File: src/rtl/lcd_pkg.sv
// Shared constants, state types and helpers for the HD44780 4-bit LCD writer.
package lcd_pkg;

  localparam logic [7:0] LCD_FUNC_SET = 8'h28;
  localparam logic [7:0] LCD_ENTRY    = 8'h06;
  localparam logic [7:0] LCD_DISP_ON  = 8'h0C;
  localparam logic [7:0] LCD_CLEAR    = 8'h01;
  localparam logic [7:0] LCD_DDRAM0   = 8'h80;

  localparam logic [13:0] DLY_PWR_US   = 14'd15000;
  localparam logic [13:0] DLY_INIT0_US = 14'd4100;
  localparam logic [13:0] DLY_INIT1_US = 14'd100;
  localparam logic [13:0] DLY_CMD_US   = 14'd40;
  localparam logic [13:0] DLY_CLEAR_US = 14'd1640;
  localparam logic [13:0] DLY_GAP_US   = 14'd1;

  typedef enum logic [3:0] {
    StPwrWait, StInit0, StInit1, StInit2, StInit3,
    StCfg0, StCfg1, StCfg2, StCfg3, StIdle, StAddr, StChar
  } state_t;

  typedef enum logic [2:0] {TxIdle, TxSetup, TxEHi, TxHold, TxGap, TxWait} tx_state_t;

  function automatic logic [7:0] digit_to_ascii(input logic [3:0] d);
    return (d < 4'd10) ? (8'h30 + {4'h0, d}) : (8'h37 + {4'h0, d});
  endfunction

endpackage

File: src/rtl/lcd_q_writer_if.sv
// 4-bit HD44780 character LCD write bus.
interface lcd_q_writer_if;
  logic [3:0] lcd_d;
  logic       lcd_e;
  logic       lcd_rs;
  logic       lcd_rw;

  modport master (output lcd_d, lcd_e, lcd_rs, lcd_rw);
  modport slave  (input  lcd_d, lcd_e, lcd_rs, lcd_rw);
endinterface

File: src/rtl/lcd_byte_tx.sv
// E-pulse sequencer: sends one nibble or a full byte (high, 1 us gap, low) then waits wait_us.
module lcd_byte_tx
  import lcd_pkg::*;
#(
  parameter int unsigned CYC_PER_US = 50,
  parameter int unsigned E_CYC      = 12
) (
  input  logic        clk,
  input  logic        rs,
  input  logic        start,
  input  logic [7:0]  tx_byte,
  input  logic        rs_bit,
  input  logic        nibble_only,
  input  logic [13:0] wait_us,
  output logic        done,
  output logic [3:0]  lcd_d,
  output logic        lcd_e,
  output logic        lcd_rs
);

  localparam int unsigned MaxCyc = 32'(DLY_PWR_US) * CYC_PER_US;
  localparam int unsigned CntW   = $clog2(MaxCyc + 1);
  localparam logic [CntW-1:0] ECnt   = CntW'(E_CYC - 1);
  localparam logic [CntW-1:0] GapCnt = CntW'(32'(DLY_GAP_US) * CYC_PER_US - 1);

  tx_state_t       state_q, state_d;
  logic [CntW-1:0] cnt_q, cnt_d;
  logic [CntW-1:0] wait_q, wait_d;
  logic [3:0]      lo_q, lo_d;
  logic            second_q, second_d;
  logic [3:0]      d_q, d_d;
  logic            e_q, e_d;
  logic            rsb_q, rsb_d;

  always_comb begin
    state_d  = state_q;
    cnt_d    = cnt_q;
    wait_d   = wait_q;
    lo_d     = lo_q;
    second_d = second_q;
    d_d      = d_q;
    e_d      = e_q;
    rsb_d    = rsb_q;
    done     = 1'b0;
    case (state_q)
      TxIdle: begin
        if (start) begin
          // A lone nibble travels in the low half of tx_byte.
          d_d      = nibble_only ? tx_byte[3:0] : tx_byte[7:4];
          lo_d     = tx_byte[3:0];
          second_d = !nibble_only;
          rsb_d    = rs_bit;
          wait_d   = CntW'(32'(wait_us) * CYC_PER_US - 1);
          state_d  = TxSetup;
        end
      end
      TxSetup: begin
        e_d     = 1'b1;
        cnt_d   = ECnt;
        state_d = TxEHi;
      end
      TxEHi: begin
        if (cnt_q == '0) begin
          e_d     = 1'b0;
          state_d = TxHold;
        end else begin
          cnt_d = cnt_q - CntW'(1);
        end
      end
      TxHold: begin
        if (second_q) begin
          cnt_d   = GapCnt;
          state_d = TxGap;
        end else begin
          cnt_d   = wait_q;
          state_d = TxWait;
        end
      end
      TxGap: begin
        if (cnt_q == '0) begin
          d_d      = lo_q;
          second_d = 1'b0;
          state_d  = TxSetup;
        end else begin
          cnt_d = cnt_q - CntW'(1);
        end
      end
      TxWait: begin
        if (cnt_q == '0) begin
          done    = 1'b1;
          state_d = TxIdle;
        end else begin
          cnt_d = cnt_q - CntW'(1);
        end
      end
      default: state_d = TxIdle;
    endcase
  end

  always_ff @(posedge clk or negedge rs) begin
    if (!rs) begin
      state_q  <= TxIdle;
      cnt_q    <= '0;
      wait_q   <= '0;
      lo_q     <= '0;
      second_q <= 1'b0;
      d_q      <= '0;
      e_q      <= 1'b0;
      rsb_q    <= 1'b0;
    end else begin
      state_q  <= state_d;
      cnt_q    <= cnt_d;
      wait_q   <= wait_d;
      lo_q     <= lo_d;
      second_q <= second_d;
      d_q      <= d_d;
      e_q      <= e_d;
      rsb_q    <= rsb_d;
    end
  end

  assign lcd_d  = d_q;
  assign lcd_e  = e_q;
  assign lcd_rs = rsb_q;

endmodule

File: src/rtl/lcd_q_writer.sv
// Renders q on the 16x2 LCD as "Q=ddd" (or "Q=hh " with LCD_Q_WRITER_HEX_EN), rewriting on change.
module lcd_q_writer
  import lcd_pkg::*;
#(
  parameter int unsigned CYC_PER_US = 50,
  parameter int unsigned E_CYC      = 12
) (
  input  logic           clk,
  input  logic           rs,
  input  logic [7:0]     q,
  lcd_q_writer_if.master lcd,
  output logic           busy
);

  localparam int unsigned PwrCycles = 32'(DLY_PWR_US) * CYC_PER_US;
  localparam int unsigned PwrW      = $clog2(PwrCycles + 1);
  localparam logic [PwrW-1:0] PwrLoad = PwrW'(PwrCycles - 1);

  state_t          state_q, state_d;
  logic [PwrW-1:0] pwr_q;
  logic [7:0]      snap_q, last_q;
  logic [2:0]      idx_q;
  logic            issued_q;

  logic        start, rs_bit, nibble_only, done;
  logic [7:0]  tx_byte, chr;
  logic [13:0] wait_us;
  logic [7:0]  dig2, dig3, dig4;

`ifdef LCD_Q_WRITER_HEX_EN
  assign dig2 = digit_to_ascii(snap_q[7:4]);
  assign dig3 = digit_to_ascii(snap_q[3:0]);
  assign dig4 = 8'h20;
`else
  assign dig2 = digit_to_ascii(4'(snap_q / 8'd100));
  assign dig3 = digit_to_ascii(4'((snap_q / 8'd10) % 8'd10));
  assign dig4 = digit_to_ascii(4'(snap_q % 8'd10));
`endif

  always_comb begin
    case (idx_q)
      3'd0:    chr = 8'h51;
      3'd1:    chr = 8'h3D;
      3'd2:    chr = dig2;
      3'd3:    chr = dig3;
      default: chr = dig4;
    endcase
  end

  always_ff @(posedge clk or negedge rs) begin
    if (!rs) state_q <= StPwrWait;
    else     state_q <= state_d;
  end

  always_comb begin
    state_d = state_q;
    case (state_q)
      StPwrWait: if (pwr_q == '0) state_d = StInit0;
      StInit0:   if (done) state_d = StInit1;
      StInit1:   if (done) state_d = StInit2;
      StInit2:   if (done) state_d = StInit3;
      StInit3:   if (done) state_d = StCfg0;
      StCfg0:    if (done) state_d = StCfg1;
      StCfg1:    if (done) state_d = StCfg2;
      StCfg2:    if (done) state_d = StCfg3;
      StCfg3:    if (done) state_d = StAddr;
      StIdle:    if (q != last_q) state_d = StAddr;
      StAddr:    if (done) state_d = StChar;
      StChar:    if (done && idx_q == 3'd4) state_d = StIdle;
      default:   state_d = StPwrWait;
    endcase
  end

  // Each state issues exactly one transfer; IDLE launches the address command itself so the
  // first E-pulse follows the snapshot by only the setup cycle.
  always_comb begin
    start       = !issued_q;
    tx_byte     = LCD_DDRAM0;
    rs_bit      = 1'b0;
    nibble_only = 1'b0;
    wait_us     = DLY_CMD_US;
    busy        = (state_q != StIdle);
    case (state_q)
      StPwrWait: start = 1'b0;
      StInit0: begin
        tx_byte     = 8'h03;
        nibble_only = 1'b1;
        wait_us     = DLY_INIT0_US;
      end
      StInit1: begin
        tx_byte     = 8'h03;
        nibble_only = 1'b1;
        wait_us     = DLY_INIT1_US;
      end
      StInit2: begin
        tx_byte     = 8'h03;
        nibble_only = 1'b1;
      end
      StInit3: begin
        tx_byte     = 8'h02;
        nibble_only = 1'b1;
      end
      StCfg0:  tx_byte = LCD_FUNC_SET;
      StCfg1:  tx_byte = LCD_ENTRY;
      StCfg2:  tx_byte = LCD_DISP_ON;
      StCfg3: begin
        tx_byte = LCD_CLEAR;
        wait_us = DLY_CLEAR_US;
      end
      StIdle:  start = (q != last_q);
      StChar: begin
        tx_byte = chr;
        rs_bit  = 1'b1;
      end
      default: ;
    endcase
  end

  always_ff @(posedge clk or negedge rs) begin
    if (!rs) begin
      pwr_q    <= PwrLoad;
      snap_q   <= 8'h00;
      last_q   <= 8'h00;
      idx_q    <= 3'd0;
      issued_q <= 1'b0;
    end else begin
      if (state_q == StPwrWait && pwr_q != '0) pwr_q <= pwr_q - PwrW'(1);
      if (done)       issued_q <= 1'b0;
      else if (start) issued_q <= 1'b1;
      if ((state_q == StCfg3 && done) || (state_q == StIdle && q != last_q)) begin
        snap_q <= q;
        last_q <= q;
      end
      if (state_q == StAddr)             idx_q <= 3'd0;
      else if (state_q == StChar && done) idx_q <= idx_q + 3'd1;
    end
  end

  lcd_byte_tx #(
    .CYC_PER_US (CYC_PER_US),
    .E_CYC      (E_CYC)
  ) u_tx (
    .clk         (clk),
    .rs          (rs),
    .start       (start),
    .tx_byte     (tx_byte),
    .rs_bit      (rs_bit),
    .nibble_only (nibble_only),
    .wait_us     (wait_us),
    .done        (done),
    .lcd_d       (lcd.lcd_d),
    .lcd_e       (lcd.lcd_e),
    .lcd_rs      (lcd.lcd_rs)
  );

  assign lcd.lcd_rw = 1'b0;

endmodule

File: src/flat_wrapper.sv
// flat-port wrapper written by rule: the top's interface ports become plain ports
module lcd_q_writer_flat import lcd_pkg::*;
#(
  parameter int unsigned CYC_PER_US = 50,
  parameter int unsigned E_CYC      = 12
)
  (clk, rs, q, busy, lcd_lcd_d, lcd_lcd_e, lcd_lcd_rs, lcd_lcd_rw);
  lcd_q_writer_if lcd_i ();
  input  logic clk;
  input  logic rs;
  input  logic [7:0] q;
  output logic busy;
  output wire logic [$bits(lcd_i.lcd_d)-1:0] lcd_lcd_d;
  output wire logic [$bits(lcd_i.lcd_e)-1:0] lcd_lcd_e;
  output wire logic [$bits(lcd_i.lcd_rs)-1:0] lcd_lcd_rs;
  output wire logic [$bits(lcd_i.lcd_rw)-1:0] lcd_lcd_rw;
  assign lcd_lcd_d = lcd_i.lcd_d;
  assign lcd_lcd_e = lcd_i.lcd_e;
  assign lcd_lcd_rs = lcd_i.lcd_rs;
  assign lcd_lcd_rw = lcd_i.lcd_rw;
  lcd_q_writer #(.CYC_PER_US(CYC_PER_US), .E_CYC(E_CYC)) u_core (.clk(clk), .rs(rs), .q(q), .lcd(lcd_i), .busy(busy));
endmodule
File: config.mk
export PLATFORM = sky130hd
export DESIGN_NAME = lcd_q_writer_flat
export DESIGN_NICKNAME = d
export VERILOG_FILES = /design/src/rtl/lcd_pkg.sv /design/src/rtl/lcd_q_writer_if.sv /design/src/rtl/lcd_byte_tx.sv /design/src/rtl/lcd_q_writer.sv /design/src/flat_wrapper.sv
export SDC_FILE = /design/constraint.sdc
export NUM_CORES = 1
export LEC_CHECK = 0
export ABC_AREA = 1
export BUFFER_PORTS_ARGS = -buffer_cell sky130_fd_sc_hd__clkbuf_2
export CORE_MARGIN = 4
export CORE_UTILIZATION = 60
export CTS_BUF_LIST = sky130_fd_sc_hd__clkbuf_2 sky130_fd_sc_hd__clkbuf_4 sky130_fd_sc_hd__clkbuf_8
export CTS_CLUSTER_SIZE = 12
export DETAILED_ROUTE_END_ITERATION = 12
export PLACE_DENSITY_LB_ADDON = 0.25
export SLEW_MARGIN = 0
export SYNTH_ARGS = -nofsm -noshare
export SYNTH_HDL_FRONTEND = slang
export SYNTH_SLANG_ARGS = --single-unit
File: constraint.sdc
create_clock -name clk -period 4.9 [get_ports clk]
set_input_delay 0.49 -clock clk [delete_from_list [all_inputs] [get_ports clk]]
set_output_delay 0.49 -clock clk [all_outputs]
set_load 0.02 [all_outputs]
Word-level counts from Yosys, hierarchy flattened
Cells that the tools add are included.
{"block": "word_totals", "regBits": 90, "input_bits": 10, "out_inout_bits": 8, "elab_cells": 143}
{"block": "op_classes", "addsub": 10, "multipliers": 1, "n_div": 4, "n_lt_le_gt_ge": 3, "n_eq_ne": 39, "mux": 45, "reduce_logical": 28}
{"op": "4-bit two-way mux", "n": 15}
{"op": "20-bit case mux with 3 select lines", "n": 1}
{"op": "20-bit by 1-bit subtractor with 20-bit output, second input constant", "n": 3}
{"op": "8-bit case mux with 7 select lines", "n": 1}
{"op": "4-bit case mux with 12 select lines", "n": 1}
{"op": "6-bit by 4-bit adder with 7-bit output, first input constant", "n": 6}
{"op": "20-bit logical NOT", "n": 2}
{"op": "20-bit two-way mux", "n": 2}
{"op": "13-bit case mux with 3 select lines", "n": 1}
{"op": "8-bit case mux with 4 select lines", "n": 1}
{"op": "2-bit by 1-bit inequality test with 1-bit output, second input constant", "n": 13}
{"op": "8-bit two-way mux", "n": 3}
{"op": "20-bit nonzero test", "n": 1}
{"op": "14-bit by 5-bit multiplier with 19-bit output, second input constant", "n": 1}
{"op": "3-bit two-way mux", "n": 6}
{"op": "3-bit case mux with 6 select lines", "n": 1}
{"op": "4-bit by 3-bit == test with 1-bit output, second input constant", "n": 4}
{"op": "4-bit == test, second input constant", "n": 4}
{"op": "8-bit by 4-bit remainder unit with 8-bit output, second input constant", "n": 2}
{"op": "3-bit by 2-bit == test with 1-bit output, second input constant", "n": 4}
{"op": "4-bit less-than comparator, second input constant", "n": 3}
{"op": "12-bit AND reduction", "n": 1}
{"op": "3-bit == test, second input constant", "n": 3}
{"op": "1-bit two-way mux", "n": 9}
{"op": "other kinds (23)", "n": 42}

Longest topological paths before layout
{"block": "logic_depth", "ltp_word": 9, "ltp_mapped": 35, "ltp_nobuf": 34}

Modules after synthesis
Synthesis repeated with hierarchy kept, for this count alone.
{"block": "unflattened", "hier_cells": 1141, "area_unflattened_um2": 8015.2}
{"module": "lcd_byte_tx", "n_inst": 1, "cells_each": 685, "area_each_um2": 4789.6, "seq_area_each_um2": 1351.3}
{"module": "lcd_q_writer", "n_inst": 1, "cells_each": 456, "area_each_um2": 3225.6, "seq_area_each_um2": 917.1}

Worst setup path before layout
No wires, ideal clock.
{"block": "synth_path", "kind": "flip-flop to flip-flop", "start": "reg u_core.state_q[2]", "end": "reg u_core.u_tx.wait_q[15]", "setup_ns": 0.131, "arrival_time_ns": 3.394, "t_required_ns": 4.769, "slack_ns": 1.375, "path_stages_with_launch": 21, "path_buffers": 1, "period_less_slack_ns": 3.525, "path_cell_list": "dfrtp_1 -> clkbuf_1 -> nor2_1 -> inv_1 -> nor2_1 -> inv_1 -> nor2_1 -> inv_1 -> ha_1 -> inv_1 -> ha_1 -> ha_1 -> inv_1 -> fa_1 -> nor2_1 -> inv_1 -> o21ai_0 -> xor2_1 -> nand4_1 -> xnor2_1 -> o21ai_0"}
{"block": "synth_via", "elab_chain_len": 4, "word_cells_on_any_way": 10, "classes_between": "add/sub (1); mul (1); eq/ne (4); mux (2); reduce/logical (2)"}
{"element": "from (decl)", "line_no": "lcd_q_writer.sv:19", "source": "state_t state_q, state_d;"}
{"element": "from (signal assigned)", "line_no": "lcd_q_writer.sv:51", "source": "if (!rs) state_q <= StPwrWait;"}
{"element": "from (signal assigned)", "line_no": "lcd_q_writer.sv:52", "source": "else state_q <= state_d;"}
{"element": "4-bit == test, or another cell as far along", "line_no": "lcd_q_writer.sv:83", "source": "case (state_q)"}
{"element": "13-bit case mux with 3 select lines", "line_no": "lcd_q_writer.sv:83"}
{"element": "14-bit by 5-bit multiplier with 19-bit output", "line_no": "lcd_byte_tx.sv:53", "source": "wait_d = CntW'(32'(wait_us) * CYC_PER_US - 1);"}
{"element": "20-bit by 1-bit subtractor with 20-bit output", "line_no": "lcd_byte_tx.sv:53"}
{"element": "to (signal assigned)", "line_no": "lcd_byte_tx.sv:113", "source": "wait_q <= wait_d;"}
{"element": "to (decl)", "line_no": "lcd_byte_tx.sv:28", "source": "logic [CntW-1:0] wait_q, wait_d;"}
Several ways; a longest one is shown, not always the timed one.
A chain may end at the register's enable or synchronous reset.

Final worst setup path
Ends and elaborated chain as after synthesis.

==> impl_metrics.env <==
export IMPL_max_clock_path_buffers=2
export IMPL_synth_area_sq_mm=0.00595
export IMPL_synth_nets=826
export IMPL_critPathTopFamily="adder cells"
export IMPL_synth_compound_area_share_pct=12.9
export IMPL_setup_violations=0
export IMPL_grt_ovfl_total=0
export IMPL_tightest_slew_ns=1.10
export IMPL_synthXorXnorAreaFrac_pct=5.45
export IMPL_cp_cell_sequence="nor2_1 > inv_1 > nor2_1 > inv_1 > nor2_1 > inv_1 > ha_1 > inv_1 > ha_1 > ha_1 > inv_1 > fa_1 > nor2_1 > inv_1 > o21ai_0 > xor2_1 > nand4_1 > xnor2_1 > o21ai_0"
export IMPL_viasPerCell=5.47
export IMPL_cts_buffers=9
export IMPL_worstHoldPathType="in2async"
export IMPL_synth_flop_cell="dfrtp_1"
export IMPL_critPathKind="reg2reg"
export IMPL_r2r_start="u_core.state_q[2]"
export IMPL_fin_crit_ns=3.98
export IMPL_nNetsFinal=840
export IMPL_synth_simple_area_share_pct=28.9
export IMPL_tns_ns=0
export IMPL_multi_input_area_sq_mm=0.00315
export IMPL_crit_slowest_cell="dfrtp_1"
export IMPL_critPathBufInv=6
export IMPL_grt_pass1_vias=4894
export IMPL_seqCellArea_sq_mm=0.00222
export IMPL_drt_first_pass_iters=6
export IMPL_core_area_sq_mm=0.00973
export IMPL_grt_pass1_wl_um=22600
export IMPL_drt_iter0_markers=476
export IMPL_fillCellCount=876
export IMPL_slew_viol_final=0
export IMPL_leakage_nw=3.25
export IMPL_synthAdderAreaFrac_pct=5.60
export IMPL_crit_required_ns=5.15
export IMPL_routedWlPerCell_um=13.7
export IMPL_final_antenna_net_count=0
export IMPL_vdd_drop_max_mv=0.593
export IMPL_die_area_sq_mm=0.0116
export IMPL_report_power_total_mw=4.20
export IMPL_final_util_pct=65.2
export IMPL_slew_headroom_pct=26.9
export IMPL_cts_root_buffer_cell="clkbuf_8"
export IMPL_cts_repair_resized=0
export IMPL_via_count=5152
export IMPL_r2r_end="u_core.u_tx.wait_q[15]"
export IMPL_reg2reg_depth=19
export IMPL_outcome="completed"
export IMPL_die_y_um=108
export IMPL_antenna_cells=0
export IMPL_cp_max_fo=8
export IMPL_min_period_over_period_pct=81.3
export IMPL_final_cells=942
export IMPL_hold_violations=0
export IMPL_clock_fmax_mhz=251
export IMPL_num_io_pins=18
export IMPL_muxShareOfSynthArea_pct=0
export IMPL_synth_ff_latch_count=88
export IMPL_synth_top_family_by_area="simple AND/OR/NAND/NOR gates"
export IMPL_synth_edf_count=0
export IMPL_grt_max_degree=89
export IMPL_cts_sinks=88
export IMPL_ys_types=49
export IMPL_post_cts_buffers=0
export IMPL_cp_end_kind="register"
export IMPL_portBuffers=16
export IMPL_ys_seq_area_share_pct=37.3
export IMPL_synthArstFlopShare_pct=100
export IMPL_p_per_area_mw_per_mm2=663
export IMPL_arrival_ns=4.23
export IMPL_gp_congestion=0.895
export IMPL_reg2reg_slack_ns=0.92
export IMPL_rsz0062_at_grt="false"
export IMPL_cts_clk_slew_worst_paths_ns=0.10
export IMPL_fp_dieW_um=108
export IMPL_fin_skew_ns=0.0161
export IMPL_start_kind="register"
export IMPL_cap_viol_max_count=0
export IMPL_cts_htree_levels=3
export IMPL_drive_above_1_share_pct=13.0
export IMPL_synth_cells=790
export IMPL_rows=36
export IMPL_cts_tree="built"
export IMPL_postCtsHoldBufs=0
export IMPL_drt_total_wl_um=12900
export IMPL_drc=0
export IMPL_start_util_pct=61.1
export IMPL_grt_usage_pct=23.9
export IMPL_crit_top_cell="inv_1"
export IMPL_crit_path_max_incr_delay_ns=0.47
export IMPL_dp_cells=926
export IMPL_avgSynthCellArea_sq_um=7.53
export IMPL_clk_latency_ns=0.37
export IMPL_place_detailed_hpwl_um=9660
export IMPL_area_growth_pct=6.65
export IMPL_ys_warn_count=0
export IMPL_antenna_found_initial=0
[layout by cell type, fill, tap and decap left out, types with 2 or more instances in the layout]
cell       netlist  layout
clkbuf_8         1       9
a21oi_4          2       2
dfstp_2         13      13
a22oi_1          3       3
xnor2_1         19      19
bufinv_16        0       2
clkinv_1         2       2
inv_1          108     108
clkbuf_2         0      15
a32o_1           4       4
o32ai_1          2       2
o21ai_2          3       3
o211ai_1         3       3
xor2_1          18      18
inv_2           10      10
or2_2            2       2
a31oi_1          4       4
buf_4            1       4
o21ai_0         71      71
nand2_2         18      18
nand4_1          9       9
nand2_1        178     178
dfrtp_1         75      75
clkbuf_4         0       2
nand3b_1         4       4
o31ai_1          4       4
a21oi_1         17      17
nor2_1          75      75
nand3_2          4       4
o21ai_1          4       4
nor4_1           6       6
o22ai_1          3       3
nand3_1         47      47
ha_1            25      25
nor3_1          13      13
nand2_4         14      14
bufinv_8         2       2
[Yosys cell counts, types with 2 or more instances]
master / number / area, sq um
a21oi_1: 17 / 85.1
a21oi_4: 2 / 32.5
a22oi_1: 3 / 22.5
a31oi_1: 4 / 25.0
a32o_1: 4 / 40.0
buf_6: 2 / 22.5
bufinv_8: 2 / 35.0
clkbuf_1: 11 / 41.3
clkinv_1: 2 / 7.51
dfrtp_1: 75 / 1880
dfstp_2: 13 / 342
ha_1: 25 / 313
inv_1: 108 / 405
inv_2: 10 / 37.5
nand2_1: 178 / 668
nand2_2: 18 / 113
nand2_4: 14 / 158
nand3_1: 47 / 235
nand3_2: 4 / 40.0
nand3b_1: 4 / 30.0
nand4_1: 9 / 56.3
nor2_1: 75 / 282
nor3_1: 13 / 65.1
nor4_1: 6 / 37.5
o211ai_1: 3 / 22.5
o21ai_0: 71 / 355
o21ai_1: 4 / 20.0
o21ai_2: 3 / 26.3
o22ai_1: 3 / 18.8
o31ai_1: 4 / 30.0
o32ai_1: 2 / 17.5
or2_2: 2 / 12.5
xnor2_1: 19 / 166
xor2_1: 18 / 158
[sequential cells by signal, summed over array words and instances (netlist names)]
| name | count |
|---|---|
| u_core.snap_q | 8 |
| u_core.u_tx.lcd_e | 1 |
| u_core.u_tx.wait_q | 18 |
| u_core.u_tx.lcd_rs | 1 |
| u_core.u_tx.cnt_q | 20 |
| u_core.pwr_q | 20 |
| u_core.u_tx.lo_q | 4 |
| u_core.u_tx.second_q | 1 |
| u_core.issued_q | 1 |
| u_core.state_q | 4 |
| u_core.u_tx.lcd_d | 4 |
| u_core.u_tx.state_q | 3 |
| u_core.idx_q | 3 |
[power breakdown]
part | internal (mW) | switching [mW] | leakage (nW)
sequential | 0.776 | 0.0782 | 1.09
combinational | 0.978 | 1.81 | 2.05
clock | 0.299 | 0.267 | 0.110
[kinds of logic after synthesis]
family	after synthesis
and+or+nand+nor	372
other	1
xor gates and xnor gates	37
buffers and inverters	138
adders and majority gates	26
DFF	88
AOI/OAI and AO/OA	128
[cell type report]
cell class,count,area share [%]
multi-input cells,564,49.6
clock buffers,11,2.19
inverters,122,7.65
clock inverters,5,1.28
flip-flops and latches,88,35.0
well taps,133,2.62
repair buffers,19,1.66
[per-layer routing]
metal	up-vias	routed length [um]	GRT usage (%)
met3	24	681	3.42
li1	2562	-	-
met2	162	5890	38.0
met4	0	207	7.21
met1	2404	6110	34.0
met5	-	0	0
[worst max path at each step]
stage,from,to,depth (start not counted)
6_report,u_core.state_q[2],u_core.u_tx.wait_q[15],19
3_5_place_dp,u_core.state_q[2],u_core.u_tx.wait_q[15],19
4_1_cts,u_core.state_q[2],u_core.u_tx.wait_q[15],19
2_1_floorplan,u_core.state_q[2],u_core.u_tx.wait_q[15],20
3_3_place_gp,u_core.state_q[2],u_core.u_tx.wait_q[15],19
5_1_grt,u_core.state_q[2],u_core.u_tx.wait_q[15],19
[through the flow]
step | worst slack [ns] | area (sq um) | hold slack, ns
after floorplan | 1.37 | 5950 | 0.194
after global placement | 1.25 | 6120 | 0.462
after detailed placement | 0.954 | 6120 | 0.464
after CTS | 0.930 | 6340 | 0.363
after global routing | 0.466 | 6340 | 0.381
final | 0.916 | 6340 | 0.306
No activity file was read; power rests on OpenSTA's default activity.
